===== config.mk =====
export PLATFORM = sky130hd
export DESIGN_NAME = lane_halver_flat
export DESIGN_NICKNAME = d
export VERILOG_FILES = /design/src/rtl/lane_halver_if.sv /design/src/rtl/lane_halver.sv /design/src/flat_wrapper.sv
export SDC_FILE = /design/constraint.sdc
export NUM_CORES = 1
export LEC_CHECK = 0
export BUFFER_PORTS_ARGS = -buffer_cell sky130_fd_sc_hd__buf_2
export CORE_ASPECT_RATIO = 0.8
export CORE_MARGIN = 10
export CORE_UTILIZATION = 39
export CTS_CLUSTER_DIAMETER = 60
export CTS_CLUSTER_SIZE = 24
export DETAILED_ROUTE_END_ITERATION = 6
export GPL_TIMING_DRIVEN = 0
export PLACE_DENSITY = 0.65
export SYNTH_ARGS = -nofsm -noshare
export SYNTH_HDL_FRONTEND = slang
export SYNTH_SLANG_ARGS = --single-unit

===== constraint.sdc =====
create_clock -name clk -period 4.2 [get_ports clk]
set_input_delay 0.42 -clock clk [delete_from_list [all_inputs] [get_ports clk]]
set_output_delay 0.42 -clock clk [all_outputs]
set_load 0.03 [all_outputs]

===== src/rtl/lane_halver_if.sv =====
// Valid/ready bus for the lane halver: V-lane input beats in, packed V-lane vectors out.
interface lane_halver_if #(
    parameter int N = 16,
    parameter int V = 16
);
    logic                  in_valid;
    logic                  in_ready;
    logic [1:0]            in_mode;
    logic [V-1:0][N-1:0]   in_vec;
    logic                  flush;
    logic                  out_valid;
    logic                  out_ready;
    logic [V-1:0][N-1:0]   out_vec;
    logic                  out_half;

    // Producer/consumer side (ALU result source and writeback sink).
    modport master (
        output in_valid, in_mode, in_vec, flush, out_ready,
        input  in_ready, out_valid, out_vec, out_half
    );

    // The halver itself.
    modport slave (
        input  in_valid, in_mode, in_vec, flush, out_ready,
        output in_ready, out_valid, out_vec, out_half
    );
endinterface


===== src/rtl/lane_halver.sv =====
// Lane halver: reduces each V-lane beat pairwise to V/2 lanes and packs two
// reduced beats into one V-lane output vector (1 output per 2 inputs).

// One lane pair -> one lane, mode-selected.
module lane_pair_reduce #(
    parameter int N = 16
) (
    input  logic [N-1:0] a,
    input  logic [N-1:0] b,
    input  logic [1:0]   mode,
    output logic [N-1:0] r
);
    logic [N-1:0] avg;

    // floor((a+b)/2) without an N+1-bit sum: halve each, add back the shared carry bit.
    assign avg = (a >> 1) + (b >> 1) + {{(N-1){1'b0}}, a[0] & b[0]};

    // Select the reduction for this pair.
    always_comb begin
        r = a;
        case (mode)
            2'b00:   r = a;
            2'b01:   r = b;
            2'b10:   r = avg;
            default: r = (a > b) ? a : b;
        endcase
    end
endmodule

module lane_halver #(
    parameter int N = 16,
    parameter int V = 16
) (
    input  logic            clk,
    input  logic            rst_n,
    lane_halver_if.slave    bus
);
    localparam int H = V / 2;

    typedef enum logic [1:0] {
        EMPTY   = 2'd0,
        LO_HELD = 2'd1,
        FULL    = 2'd2
    } state_t;

    state_t              state;
    logic                valid_q;
    logic                half_q;
    logic [V-1:0][N-1:0] vec_q;
    logic [H-1:0][N-1:0] red;
    logic                in_ready;
    logic                accept;

    // Per-pair reducers.
    for (genvar k = 0; k < H; k++) begin : g_pair
        lane_pair_reduce #(.N(N)) u_red (
            .a    (bus.in_vec[2*k]),
            .b    (bus.in_vec[2*k+1]),
            .mode (bus.in_mode),
            .r    (red[k])
        );
    end

    // In FULL a beat may only enter while the held vector leaves the same cycle.
    assign in_ready = (state != FULL) || bus.out_ready;
    assign accept   = bus.in_valid && in_ready;

    assign bus.in_ready  = in_ready;
    assign bus.out_valid = valid_q;
    assign bus.out_half  = half_q;
    assign bus.out_vec   = vec_q;

    // Packing FSM; vec_q doubles as the output register, so it only moves on
    // fills and never while a FULL vector waits for its handshake.
    always_ff @(posedge clk or negedge rst_n) begin
        if (!rst_n) begin
            state   <= EMPTY;
            valid_q <= 1'b0;
            half_q  <= 1'b0;
            vec_q   <= '0;
        end else begin
            case (state)
                EMPTY: begin
                    if (accept) begin
                        vec_q[H-1:0] <= red;
                        vec_q[V-1:H] <= '0;
                        state        <= LO_HELD;
                    end
                end
                LO_HELD: begin
                    if (accept) begin
                        // A real second beat beats a coincident flush.
                        vec_q[V-1:H] <= red;
                        half_q       <= 1'b0;
                        valid_q      <= 1'b1;
                        state        <= FULL;
                    end else if (bus.flush) begin
                        // Upper half was already zeroed on entry to LO_HELD.
                        half_q  <= 1'b1;
                        valid_q <= 1'b1;
                        state   <= FULL;
                    end
                end
                FULL: begin
                    if (bus.out_ready) begin
                        valid_q <= 1'b0;
                        if (accept) begin
                            vec_q[H-1:0] <= red;
                            vec_q[V-1:H] <= '0;
                            state        <= LO_HELD;
                        end else begin
                            state <= EMPTY;
                        end
                    end
                end
                default: begin
                    state   <= EMPTY;
                    valid_q <= 1'b0;
                end
            endcase
        end
    end
endmodule

===== src/flat_wrapper.sv =====
// flat-port wrapper written by rule: the top's interface ports become plain ports
module lane_halver_flat 
#(
    parameter int N = 16,
    parameter int V = 16
)
  (clk, rst_n, bus_in_valid, bus_in_mode, bus_in_vec, bus_flush, bus_out_ready, bus_in_ready, bus_out_valid, bus_out_vec, bus_out_half);
  lane_halver_if #(.N(N), .V(V)) bus_i ();
  input  logic clk;
  input  logic rst_n;
  input wire logic [$bits(bus_i.in_valid)-1:0] bus_in_valid;
  input wire logic [$bits(bus_i.in_mode)-1:0] bus_in_mode;
  input wire logic [$bits(bus_i.in_vec)-1:0] bus_in_vec;
  input wire logic [$bits(bus_i.flush)-1:0] bus_flush;
  input wire logic [$bits(bus_i.out_ready)-1:0] bus_out_ready;
  output wire logic [$bits(bus_i.in_ready)-1:0] bus_in_ready;
  output wire logic [$bits(bus_i.out_valid)-1:0] bus_out_valid;
  output wire logic [$bits(bus_i.out_vec)-1:0] bus_out_vec;
  output wire logic [$bits(bus_i.out_half)-1:0] bus_out_half;
  assign bus_i.in_valid = bus_in_valid;
  assign bus_i.in_mode = bus_in_mode;
  assign bus_i.in_vec = bus_in_vec;
  assign bus_i.flush = bus_flush;
  assign bus_i.out_ready = bus_out_ready;
  assign bus_in_ready = bus_i.in_ready;
  assign bus_out_valid = bus_i.out_valid;
  assign bus_out_vec = bus_i.out_vec;
  assign bus_out_half = bus_i.out_half;
  lane_halver #(.N(N), .V(V)) u_core (.clk(clk), .rst_n(rst_n), .bus(bus_i));
endmodule

Yosys cells after proc, flatten, opt, wreduce, memory -nomap -nowiden
Cells that the tools add are included.
{"block": "word_totals", "output_inout_bits": 259, "ff_bits": 260, "in_bits": 263, "elab_cells": 105}
{"block": "op_classes", "bitwise_logic": 9, "mux": 32, "n_lt_le_gt_ge": 8, "addsub": 16, "reduce_logical": 12, "n_eq_ne": 9}
{"operator": "256-bit 2-to-1 mux", "count": 2}
{"operator": "128-bit case mux with 3 select lines", "count": 1}
{"operator": "16-bit case mux with 3 select lines", "count": 8}
{"operator": "128-bit case mux with 2 select lines", "count": 1}
{"operator": "15-bit by 15-bit adder with 16-bit output", "count": 8}
{"operator": "16-bit by 1-bit adder with 16-bit output", "count": 8}
{"operator": "16-bit > comparator", "count": 8}
{"operator": "128-bit 2-to-1 mux", "count": 1}
{"operator": "16-bit 2-to-1 mux", "count": 8}
{"operator": "3-bit AND reduction", "count": 3}
{"operator": "1-bit AND", "count": 8}
{"operator": "2-bit 2-to-1 mux", "count": 4}
{"operator": "2-bit case mux with 3 select lines", "count": 1}
{"operator": "1-bit 2-to-1 mux", "count": 5}
{"operator": "2-bit by 1-bit == test with 1-bit output, second input constant", "count": 2}
{"operator": "2-bit == test, second input constant", "count": 2}
{"operator": "2-bit logical NOT", "count": 2}
{"operator": "2-bit by 1-bit != test with 1-bit output, second input constant", "count": 2}
{"operator": "2-bit != test, second input constant", "count": 2}
{"operator": "2-bit AND reduction", "count": 2}
{"operator": "2-bit nonzero test", "count": 2}
{"operator": "3-bit by 2-bit != test with 1-bit output, second input constant", "count": 1}
{"operator": "1-bit case mux with 3 select lines", "count": 1}
{"operator": "3-bit nonzero test", "count": 1}
{"operator": "3 further kinds", "count": 3}

Longest topological paths before layout
Gate-level depths: netlist (run 1).
{"block": "depth", "word_depth": 6, "ltp_mapped": 13, "ltp_nobuf": 12}

Modules after synthesis
Synthesis (run 1) repeated with hierarchy kept, for this count alone.
{"block": "unflattened", "hier_cells": 2726, "area_unflattened_um2": 24885.1}
{"mod": "lane_halver", "n_inst": 1, "cells_per_inst": 733, "area_each_um2": 10709.0}
{"mod": "lane_pair_reduce at u_core.g_pair[5].u_red ...", "n_inst": 3, "cells_per_inst": 242, "area_each_um2": 1781.7}
{"mod": "lane_pair_reduce at u_core.g_pair[2].u_red ...", "n_inst": 3, "cells_per_inst": 248, "area_each_um2": 1715.4}
{"mod": "lane_pair_reduce at u_core.g_pair[1].u_red", "n_inst": 1, "cells_per_inst": 279, "area_each_um2": 1988.2}
{"mod": "lane_pair_reduce at u_core.g_pair[0].u_red", "n_inst": 1, "cells_per_inst": 244, "area_each_um2": 1696.6}

Least setup slack after synthesis (run 1)
No wires, ideal clock.
{"block": "synth_timing", "kind": "input to register", "startpoint": "input bus_in_vec[128]", "endpoint": "register u_core.vec_q (netlist bit u_core.bus.out_vec[204])", "setup_ps": 124, "path_stages": 12, "path_slack_ps": 1303, "required_time_ps": 4076, "n_path_buf": 0, "arrival_time_ps": 2773, "cell_sequence": "ha_1 -> fa_1 -> inv_1 -> fa_1 -> o21bai_1 -> a2111oi_0 -> nor2_1 -> a221oi_1 -> xnor2_1 -> nor2_1 -> nor4_1 -> a211o_1"}
{"block": "synth_via", "elab_chain_cells": 5, "word_cells_on_any_way": 7, "cone_classes": "1 x add/sub; 1 x order compare; 4 x mux; 1 x bitwise"}
{"item": "from (decl)", "line_no": "flat_wrapper.sv:13", "source": "input wire logic [$bits(bus_i.in_vec)-1:0] bus_in_vec;"}
{"item": "1-bit AND or 16-bit > comparator (tied branches)", "line_no": "lane_halver.sv:16, lane_halver.sv:25"}
{"item": "16-bit by 1-bit adder with 16-bit output or 16-bit 2-to-1 mux (tied branches)", "line_no": "lane_halver.sv:16, lane_halver.sv:25"}
{"item": "16-bit case mux with 3 select lines *", "line_no": "lane_halver.sv:21", "source": "case (mode)"}
{"item": "128-bit 2-to-1 mux *", "line_no": "lane_halver.sv:91", "source": "if (accept) begin"}
{"item": "128-bit case mux with 3 select lines *", "line_no": "lane_halver.sv:82", "source": "case (state)"}
{"item": "to (signal, indexed assignment)", "line_no": "lane_halver.sv:85", "source": "vec_q[H-1:0] <= red;"}
{"item": "to (signal, indexed assignment)", "line_no": "lane_halver.sv:93", "source": "vec_q[V-1:H] <= red;"}
{"item": "to (signal, indexed assignment)", "line_no": "lane_halver.sv:108", "source": "vec_q[H-1:0] <= red;"}
{"item": "to (decl)", "line_no": "lane_halver.sv:49", "source": "logic [V-1:0][N-1:0] vec_q;"}
Every way passes the cells marked *; elsewhere a longest branch is shown, timed or not. The select of a mux whose other input is x is not followed.
A chain may end at the register's enable or synchronous reset.

Worst setup path in the final report (run 1)
{"block": "layout_timing", "startpoint": "input bus_in_mode[0]", "endpoint": "register u_core.vec_q (netlist bit u_core.bus.out_vec[108])"}
{"block": "layout_via", "elab_chain_cells": 5, "word_cells_on_any_way": 7, "cone_classes": "2 x eq/ne; 4 x mux; 1 x reduce/logical"}
{"item": "from (decl)", "line_no": "flat_wrapper.sv:12", "source": "input wire logic [$bits(bus_i.in_mode)-1:0] bus_in_mode;"}
{"item": "2-bit == test, or another cell as far along", "line_no": "lane_halver.sv:21"}
{"item": "16-bit case mux with 3 select lines *", "line_no": "lane_halver.sv:21"}
{"item": "256-bit 2-to-1 mux *", "line_no": "lane_halver.sv:84, lane_halver.sv:107"}
{"item": "256-bit 2-to-1 mux", "line_no": "lane_halver.sv:105", "source": "if (bus.out_ready) begin"}
{"item": "128-bit case mux with 2 select lines *", "line_no": "lane_halver.sv:82"}
Marked as above.

==> results of run 1 <==
[sequential cells by signal, summed over array words and instances, names as in the netlist]
signal and count:
u_core.bus.out_vec 256, u_core.bus.out_half 1, u_core.bus.out_valid 1, u_core.state 2
[final timing paths]
check                                                      end  slack (ps)  cells past startpoint
max                        u_core.bus.out_vec[108]$_DFFE_PN0P_        -240                      7
min in group asynchronous  u_core.bus.out_vec[202]$_DFFE_PN0P_         310                      2
max reg2reg                 u_core.bus.out_vec[30]$_DFFE_PN0P_         220                      6
min reg2reg                  u_core.bus.out_vec[2]$_DFFE_PN0P_         480                      2
max in group asynchronous  u_core.bus.out_vec[246]$_DFFE_PN0P_        2840                      3
min                            u_core.bus.out_half$_DFFE_PN0P_          60                      3
[per-layer routing]
metal	vias up	wire length [um]	track usage
met4	30	4930	0.125
li1	10863	-	-
met5	-	216	0
met1	11982	48900	0.429
met2	1405	52500	0.514
met3	256	13700	0.102
[worst max-delay path, stage by stage]
cell and delay, ps:
clkbuf_1 510, clkbuf_1 950, clkbuf_1 1210, buf_1 1000, o22ai_1 130, a21oi_1 510
o21ai_0 150
[cells by family (layout without fill, tap and decap cells)]
| group | Yosys count | count (layout) | share of synthesized area |
|---|---|---|---|
| flops | 260 | 260 | 0.285 |
| other cells | 0 | 29 | 0 |
| xor+xnor | 92 | 92 | 0.0353 |
| compound gates | 811 | 811 | 0.246 |
| fa+ha+maj | 264 | 264 | 0.150 |
| mux | 153 | 153 | 0.0731 |
| simple gates | 713 | 713 | 0.146 |
| buf+inv | 384 | 962 | 0.0649 |
[through the flow]
| step | util | hold WS, ps | total power (uW) | std cells | setup WS (ps) |
|---|---|---|---|---|---|
| global route | 0.477 | 53.6 | 13900 | 4034 | -21.5 |
| CTS | 0.476 | 20.5 | 13200 | 4024 | 11.4 |
| detailed placement | 0.456 | 425 | 10200 | 3967 | -974 |
| global placement | 0.455 | 456 | 10200 | 3965 | -2460 |
| floorplan | - | 124 | 7740 | 2677 | 1300 |
| finish | 0.478 | 58.4 | 13300 | 4053 | -237 |
[synth_stat cells, types with 10 or more instances]
master    instances  share of area
dfrtp_1         260           0.29
ha_1            248           0.14
nand2_1         229          0.038
inv_1           227          0.037
nor2_1          218          0.036
a21oi_1         182          0.040
o21ai_0         138          0.030
clkbuf_1        124          0.020
mux2_2           78          0.038
xnor2_1          77          0.030
a22o_1           71          0.027
mux2i_1          71          0.031
a31oi_1          56          0.015
nor3_1           48          0.011
nor2b_1          38          0.010
a211oi_1         36          0.012
nand4_1          27         0.0074
o21bai_1         27         0.0089
nand3_1          26         0.0057
o22ai_1          26         0.0071
a32oi_1          24         0.0092
o211ai_1         24         0.0079
o41ai_1          21         0.0081
nand2b_1         20         0.0055
o31ai_1          20         0.0066
a21o_1           17         0.0056
nor4_1           17         0.0047
buf_2            16         0.0035
fa_1             16          0.014
or3_1            15         0.0041
xor2_1           15         0.0058
buf_1            13         0.0021
a221oi_1         12         0.0046
a32o_1           12         0.0053
and2_1           12         0.0033
or2_2            12         0.0033
a311oi_1         11         0.0042
o21a_1           11         0.0036
and3_1           10         0.0027
o221ai_1         10         0.0038
[report_power, final]
| part | internal, uW | switching (uW) | total, uW |
|---|---|---|---|
| clock network | 1500 | 1510 | 3000 |
| registers | 3320 | 463 | 3780 |
| logic | 1970 | 4520 | 6490 |
| total | 6780 | 6490 | 13300 |
[final cells by class]
| cell class | count | area [sq um] | share of cell area |
|---|---|---|---|
| diodes | 29 | 72.6 | 0.00262 |
| multi-input cells | 2033 | 14800 | 0.535 |
| well taps | 769 | 962 | 0.0347 |
| clock buffers | 31 | 764 | 0.0276 |
| clock inverters | 25 | 385 | 0.0139 |
| flip-flops and latches | 260 | 6510 | 0.235 |
| repair buffers | 522 | 2670 | 0.0964 |
| plain buffers | 156 | 674 | 0.0243 |
| inverters | 228 | 856 | 0.0309 |
[cell usage in the layout (no fill, tap or decap), types with 12 or more instances in the layout]
cell type,count
a211oi_1,36
a21o_1,17
a21oi_1,182
a221oi_1,12
a22o_1,71
a31oi_1,56
a32o_1,12
a32oi_1,24
and2_1,12
buf_2,535
clkbuf_1,112
clkbuf_16,30
dfrtp_1,260
diode_2,29
fa_1,16
ha_1,248
inv_1,227
mux2_2,78
mux2i_1,71
nand2_1,229
nand2b_1,20
nand3_1,26
nand4_1,27
nor2_1,218
nor2b_1,38
nor3_1,48
nor4_1,17
o211ai_1,24
o21ai_0,138
o21bai_1,27
o22ai_1,26
o31ai_1,20
o41ai_1,21
or2_2,12
or3_1,15
xnor2_1,77
xor2_1,15
[what timing repair did]
action	in CTS	in global routing
hold buffers	1	0
endpoints found under the hold margin	76	0
gates resized for setup	4	18
setup endpoints to repair	36	12
==> impl_metrics.csv, run 1 <==
group,metric,value,unit
outcome,status,"finished with violations",
outcome,violations,"max-capacitance violations, max-slew violations, negative setup slack",
detailed_routing,dr.pass1.iters,6,
timing,setup_tns,-1860,ps
timing,worst_pin_slew,1570,ps
detailed_routing,initialDrtViolationCount,2693,
placement,place_area,26400,sq um
detailed_routing,viasPerCell,6.05,
pwr,leakage,0.0135,uW
timing,hold_viol_final,0,
pwr,p_per_area,479,nW/um^2
synthesis,ys.flop_type,"dfrtp_1",
detailed_routing,vias,24536,
placement,routabilityCongestion,0.968,
floorplan,die_w,290,um
timing,min_period_over_period,1.06,
grt,track_usage,0.332,
placement,port-buffer-count,519,
setup_path,arrival,4920,ps
synthesis,netlist_area,22800,sq um
cts,post_cts_buffers,0,
detailed_routing,drc,0,
job,maxCapViolations,3,
synthesis,syn_area_per_cell,8.52,sq um
setup_path,startpoint,"bus_in_mode[0]",
cells_and_area,fin_nets,3758,
timing,relSlewSlack,-0.0442,
pwr,ir_drop,0.531,mV
setup_path,required,4680,ps
timing,clock_skew,14.8,ps
cts,cts_htree_levels,1,
synthesis,synth_seq_cells,260,
cts,cts_buffer_depth,3,
setup_path,cp_max_fo,10,
grt,antenna_found_initial,43,
floorplan,initial_core_util,0.393,
detailed_routing,post_drt_wl_per_cell,29.7,um
worst_hold_path,hp-class,"in2reg",
cts,cts_buffers,30,
floorplan,dieArea,68700,sq um
cts,cts_num_sinks,260,
cells_and_area,final.fill_count,5834,
grt,grt_remaining_overflow,0,
cells_and_area,drive_gt1_frac,0.223,
timing,timing.fmax,225,MHz
cells_and_area,area_delta_synth_final,21.5,%
setup_path,timing.rr.start,"u_core.state[1]$_DFFE_PN0P_",
floorplan,rows,79,
cts,cts_tree,"yes",
timing,final-max-slew-violation-count,11,
setup_path,start_kind,"input port",
floorplan,core,58000,sq um
synthesis,ys_warn_count,0,
setup_path,cp-end-kind,"flop",
cts,clock-root-buffer,"clkbuf_16",
synthesis,synth_edf_count,0,
setup_path,worstSetupPathType,"in2reg",
worst_hold_path,min_from,"bus_flush",
cells_and_area,final_area,27700,sq um
detailed_routing,ant_nets,0,
placement,hpwl,90600,um
grt,grt_pass1_wl,170000,um
grt,grt_max_degree,95,
timing,setup_violations,19,
floorplan,io_pins,522,
synthesis,yosysUniqueCellTypes,93,
synthesis,syn_inst,2677,
detailed_routing,wirelength,120000,um
synthesis,synthArstFlopShare,1.00,
cts,clk_pin_slew,90,ps
timing,post-route-min-period,4440,ps
grt,grt_pass1_vias,23549,
synthesis,ys_seq_area_frac,0.285,
floorplan,die_y,236,um
synthesis,syn-num-nets,3204,
timing,layout_setup_ws,-237,ps
cts,clkLatencyLatePin,630,ps
Note: power is estimated with default switching activity, not from simulation.
==> inputs of run 2 (changes only) <==
--- a/config.mk
+++ b/config.mk
@@ -15,4 +15,6 @@
 export GPL_TIMING_DRIVEN = 0
 export PLACE_DENSITY = 0.65
+export RECOVER_POWER = 50
+export SLEW_MARGIN = 20
 export SYNTH_ARGS = -nofsm -noshare
 export SYNTH_HDL_FRONTEND = slang
==> constraint.sdc (replaced) <==
create_clock -name clk -period 4.2 [get_ports clk]
set_input_delay 0.84 -clock clk [delete_from_list [all_inputs] [get_ports clk]]
set_output_delay 0.84 -clock clk [all_outputs]
set_load 0.03 [all_outputs]
==> impl_metrics.csv, run 2 (same netlist as run 1, synthesis figures left out) <==
group,metric,value,unit
grt,grt_pass1_vias,23442,
setup_path,worstSetupPathType,"in2reg",
timing,relSlewSlack,-1.10,
cells_and_area,largest_reg_flops,256,
pwr,switching_share,0.492,
outcome,status,"finished with violations",
placement,port-buffer-count,519,
grt,grt_remaining_overflow,0,
floorplan,initial_core_util,0.393,
cells_and_area,final_common_cell,"buf_2",
setup_path,arrival,4750,ps
floorplan,core,58000,sq um
setup_path,crit_top_cell,"clkbuf_1",
job,maxCapViolations,1,
timing,post-route-min-period,4190,ps
setup_path,crit_chain,"clkbuf_1 > inv_1 > clkbuf_2 > clkbuf_1 > clkbuf_1 > a211oi_1 > a221oi_1 > mux2_2",
setup_path,crit_family,"buffers and inverters",
pwr,leakage,0.0131,uW
timing,whs,479,ps
cts,cts_resized,0,
detailed_routing,wirelength,120000,um
cts,cts_buffers,30,
floorplan,dieArea,68700,sq um
detailed_routing,vias,24668,
detailed_routing,post_drt_wl_per_cell,29.7,um
detailed_routing,viasPerCell,6.09,
grt,antenna_found_initial,42,
floorplan,die_w,290,um
detailed_routing,initialDrtViolationCount,2917,
cells_and_area,drive_gt1_frac,0.195,
setup_path,cp-end-kind,"flop",
detailed_routing,ant_nets,0,
worst_hold_path,hp-class,"reg2reg",
pwr,comb_power_share,0.486,
placement,hpwl,91200,um
pwr,ir_drop,0.458,mV
floorplan,io_pins,522,
cells_and_area,finalNonFillerCells,4051,
pwr,p_per_area,476,nW/um^2
pwr,p_int,6670,uW
timing,final-max-slew-violation-count,42,
pwr,p_clk_frac,0.225,
placement,routabilityCongestion,0.968,
timing,timing.fmax,239,MHz
cells_and_area,final_util,0.475,
setup_path,critPathMaxStageDelay,910,ps
cts,cts_htree_levels,1,
setup_path,required,4760,ps
pwr,power_frac_seq,0.289,
timing,worst_pin_slew,3160,ps
cts,clkLatencyLatePin,630,ps
cts,cts_buffer_depth,3,
cells_and_area,final_area,27600,sq um
pwr,switchingPower,6460,uW
setup_path,crit_path_top_delay_cell,"clkbuf_1",
cells_and_area,fin_nets,3761,
setup_path,crit_buf_inv,5,
placement,place_area,26500,sq um
cts,post_cts_buffers,0,
detailed_routing,dr.pass1.iters,6,
detailed_routing,drc,0,
cts,clock-root-buffer,"clkbuf_16",
setup_path,start_kind,"input port",
cells_and_area,area_delta_synth_final,20.9,%
grt,track_usage,0.332,
placement,place_inst,3970,
cts,ctsHoldBuffers,0,
cts,cts_num_sinks,260,
timing,hold_viol_final,0,
grt,grt_pass1_wl,170000,um
grt,grt_max_degree,91,
floorplan,die_y,236,um
cts,cts_tree,"yes",
setup_path,cp_max_fo,10,
outcome,violations,"max-capacitance violations, max-slew violations",
floorplan,rows,79,
timing,clock_skew,11.2,ps
cells_and_area,final_cell_mix,"buf_2 (414), dfrtp_1 (260), ha_1 (248), nand2_1 (229), inv_1 (227)",
timing,rsz0062_at_grt,"no",
timing,min_period_over_period,0.997,
timing,setup_violations,0,
cts,clk_pin_slew,70,ps
==> run 2: cell types whose count changed in the layout (fill, tap and decap cells not counted), sizes merged <==
cell / change
clkbuf: +131
clkdlybuf4s15: -6
clkinv: +5
buf: -121
inv: -7
dlygate4sd3: -1
diode: -4
bufinv: +1
==> run 2: power by group through the flow <==
stage          Clock [uW]  Sequential, uW  Combinational [uW]
6_report             2960            3800                6380
5_1_grt              3080            3890                6740
4_1_cts              2980            3770                6440
3_5_place_dp            0            3810                6420
3_3_place_gp            0            3780                6370
2_1_floorplan           0            5420                2330
==> run 2: per-layer routing <==
metal,up-vias,part of all wire,global-route usage
met5,-,0.0015,0
met4,28,0.039,0.122
met3,269,0.12,0.108
met2,1495,0.43,0.509
met1,12034,0.41,0.429
li1,10842,-,-
==> run 2: path summary, 6_finish.rpt <==
check	from	to	slack (ps)	cells past startpoint
setup reg to reg	u_core.state[1]$_DFFE_PN0P_	u_core.bus.out_vec[30]$_DFFE_PN0P_	680	6
hold reg to reg	u_core.bus.out_vec[248]$_DFFE_PN0P_	u_core.bus.out_vec[248]$_DFFE_PN0P_	480	1
hold / removal	u_core.bus.out_vec[248]$_DFFE_PN0P_	u_core.bus.out_vec[248]$_DFFE_PN0P_	480	1
min in group asynchronous	rst_n	u_core.bus.out_vec[201]$_DFFE_PN0P_	1230	1
max in group asynchronous	rst_n	u_core.bus.out_vec[246]$_DFFE_PN0P_	1120	1
setup / recovery	bus_in_mode[0]	u_core.bus.out_vec[27]$_DFFE_PN0P_	10	8
==> run 2: final cells by class <==
class,instances,area [sq um]
inverters,228,856
multi-input cells,2033,14800
repair buffers,525,2560
clock buffers,31,754
fillers,5861,30400
clock inverters,24,368
plain buffers,156,679
well taps,769,962
flip-flops and latches,260,6510
diodes,25,62.6
==> run 2: per-stage QoR <==
step / power, uW / worst slack, ps / TNS [ps]
2_1_floorplan: 7740 / 883 / 0
4_1_cts: 13200 / 48.6 / 0
3_3_place_gp: 10200 / -2880 / -923050
3_5_place_dp: 10200 / -610 / -55210
6_report: 13100 / 13.2 / 0
5_1_grt: 13700 / 82.5 / 0
==> inputs of run 3 (changes only) <==
- CORE_UTILIZATION: 39 -> 30
- PLACE_DENSITY: 0.65 -> 0.53
- clock period: 4.2 -> 5.4 ns (I/O delays scaled with it)
==> impl_metrics.csv, run 3 (same netlist as run 1, synthesis figures left out) <==
group,metric,value,unit
outcome,status,"finished with violations",
outcome,violations,"design-rule violations, max-capacitance violations, max-slew violations",
floorplan,dieArea,87600,sq um
cells_and_area,area_delta_synth_final,22.1,%
cts,clkLatencyLatePin,660,ps
detailed_routing,viasPerCell,5.64,
timing,final-max-slew-violation-count,104,
pwr,ir_drop,0.283,mV
cells_and_area,finalNonFillerCells,4290,
cells_and_area,final_cell_mix,"buf_2 (418), dfrtp_1 (260), ha_1 (248), nand2_1 (229), inv_1 (227)",
cells_and_area,drive_gt1_frac,0.200,
detailed_routing,dr.pass1.iters,7,
cts,cts_buffers,31,
setup_path,crit_family,"buffers and inverters",
cts,ctsHoldBuffers,0,
cells_and_area,largest_reg_flops,256,
placement,routabilityCongestion,0.953,
setup_path,crit_buf_inv,5,
setup_path,critPathMaxStageDelay,830,ps
placement,port-buffer-count,519,
grt,antenna_found_initial,45,
worst_hold_path,hp-class,"reg2reg",
pwr,leakage,0.0132,uW
grt,track_usage,0.281,
timing,timing.fmax,216,MHz
grt,grt_max_degree,82,
setup_path,arrival,5150,ps
cells_and_area,final_area,27900,sq um
pwr,p_per_area,371,nW/um^2
detailed_routing,drc,6,
floorplan,die_w,328,um
detailed_routing,post_drt_wl_per_cell,30.1,um
cells_and_area,final_common_cell,"buf_2",
floorplan,initial_core_util,0.302,
timing,relSlewSlack,-0.964,
timing,min_period_over_period,0.857,
timing,post-route-min-period,4630,ps
setup_path,cp-end-kind,"flop",
cts,cts_buffer_depth,3,
cells_and_area,final.fill_count,8138,
cts,post_cts_buffers,0,
detailed_routing,ant_nets,0,
grt,grt_pass1_vias,23112,
placement,hpwl,99000,um
job,maxCapViolations,2,
cts,cts_resized,0,
setup_path,cp_max_fo,10,
timing,clock_skew,44.1,ps
timing,hold_viol_final,0,
cts,cts_htree_levels,1,
cells_and_area,fin_nets,3762,
placement,place_area,26900,sq um
setup_path,crit_chain,"clkbuf_1 > clkbuf_1 > clkbuf_2 > buf_2 > buf_2 > o21ai_0 > a32o_1",
timing,rsz0062_at_grt,"no",
grt,grt_pass1_wl,178000,um
cts,clk_pin_slew,60,ps
placement,place_inst,4214,
grt,grt_remaining_overflow,0,
cts,cts_num_sinks,260,
setup_path,start_kind,"input port",
setup_path,crit_path_top_delay_cell,"clkbuf_1",
timing,worst_pin_slew,2950,ps
cts,clock-root-buffer,"clkbuf_16",
timing,setup_violations,0,
cts,cts_tree,"yes",
floorplan,io_pins,522,
setup_path,required,5930,ps
floorplan,rows,90,
floorplan,die_y,267,um
setup_path,worstSetupPathType,"in2reg",
detailed_routing,vias,24201,
detailed_routing,initialDrtViolationCount,2432,
detailed_routing,wirelength,129000,um
floorplan,core,75400,sq um
-- run 3: cell count changes in the layout (fill, tap and decap cells not counted), moves of 4 or more --
cell	delta
clkinv_8	-10
clkbuf_2	+8
diode_2	-7
clkbuf_1	-9
buf_2	+4
-- run 3: final timing paths --
path | from | end | cells after the start | slack (ps)
setup / recovery | bus_in_mode[0] | u_core.bus.out_vec[168]$_DFFE_PN0P_ | 7 | 770
setup reg to reg | u_core.state[0]$_DFFE_PN0P_ | u_core.bus.out_vec[251]$_DFFE_PN0P_ | 5 | 2290
hold / removal | u_core.bus.out_vec[54]$_DFFE_PN0P_ | u_core.bus.out_vec[54]$_DFFE_PN0P_ | 2 | 480
min in group asynchronous | rst_n | u_core.bus.out_vec[228]$_DFFE_PN0P_ | 1 | 1410
hold reg to reg | u_core.bus.out_vec[54]$_DFFE_PN0P_ | u_core.bus.out_vec[54]$_DFFE_PN0P_ | 2 | 480
max in group asynchronous | rst_n | u_core.bus.out_vec[27]$_DFFE_PN0P_ | 3 | 1080
-- run 3: power by group --
part	switching, uW	internal, uW
combinational	3580	1440
clock	1100	1240
sequential	383	2580
total	5060	5270
-- run 3: tightest hold or removal path: stages, from the launching register on --
cell and delay (ps):
dfrtp_1 340, nand2_1 50, o21ai_0 60
-- run 3: area by class of cell --
cell class                      instances  area, sq um  area share
Multi-Input combinational cell       2033        14800       0.532
Sequential cell                       260         6510       0.233
Timing Repair Buffer                  525         2550      0.0916
Tap cell                             1012         1270      0.0454
Inverter                              228          856      0.0307
Clock buffer                           33          803      0.0288
Buffer                                156          692      0.0248
Clock inverter                         25          313      0.0112
Antenna cell                           18         45.0     0.00162
-- run 3: routing by layer --
layer / vias to the layer above / wire [um] / GRT usage
met5: - / 182 / 0
met4: 26 / 3770 / 0.0748
met3: 198 / 13700 / 0.0872
met2: 1212 / 56700 / 0.437
met1: 11928 / 54700 / 0.372
li1: 10837 / - / -
-- run 3: per-stage QoR --
| step | hold slack (ps) | TNS (ps) | util | worst slack [ps] | power (uW) |
|---|---|---|---|---|---|
| after floorplan | 494 | 0 | - | 1840 | 6020 |
| after global placement | 457 | -571260 | 0.354 | -2030 | 8020 |
| after detailed placement | 465 | 0 | 0.357 | 172 | 8070 |
| after CTS | 334 | 0 | 0.371 | 900 | 10400 |
| after global routing | 505 | 0 | 0.369 | 385 | 10800 |
| final | 478 | 0 | 0.369 | 774 | 10300 |
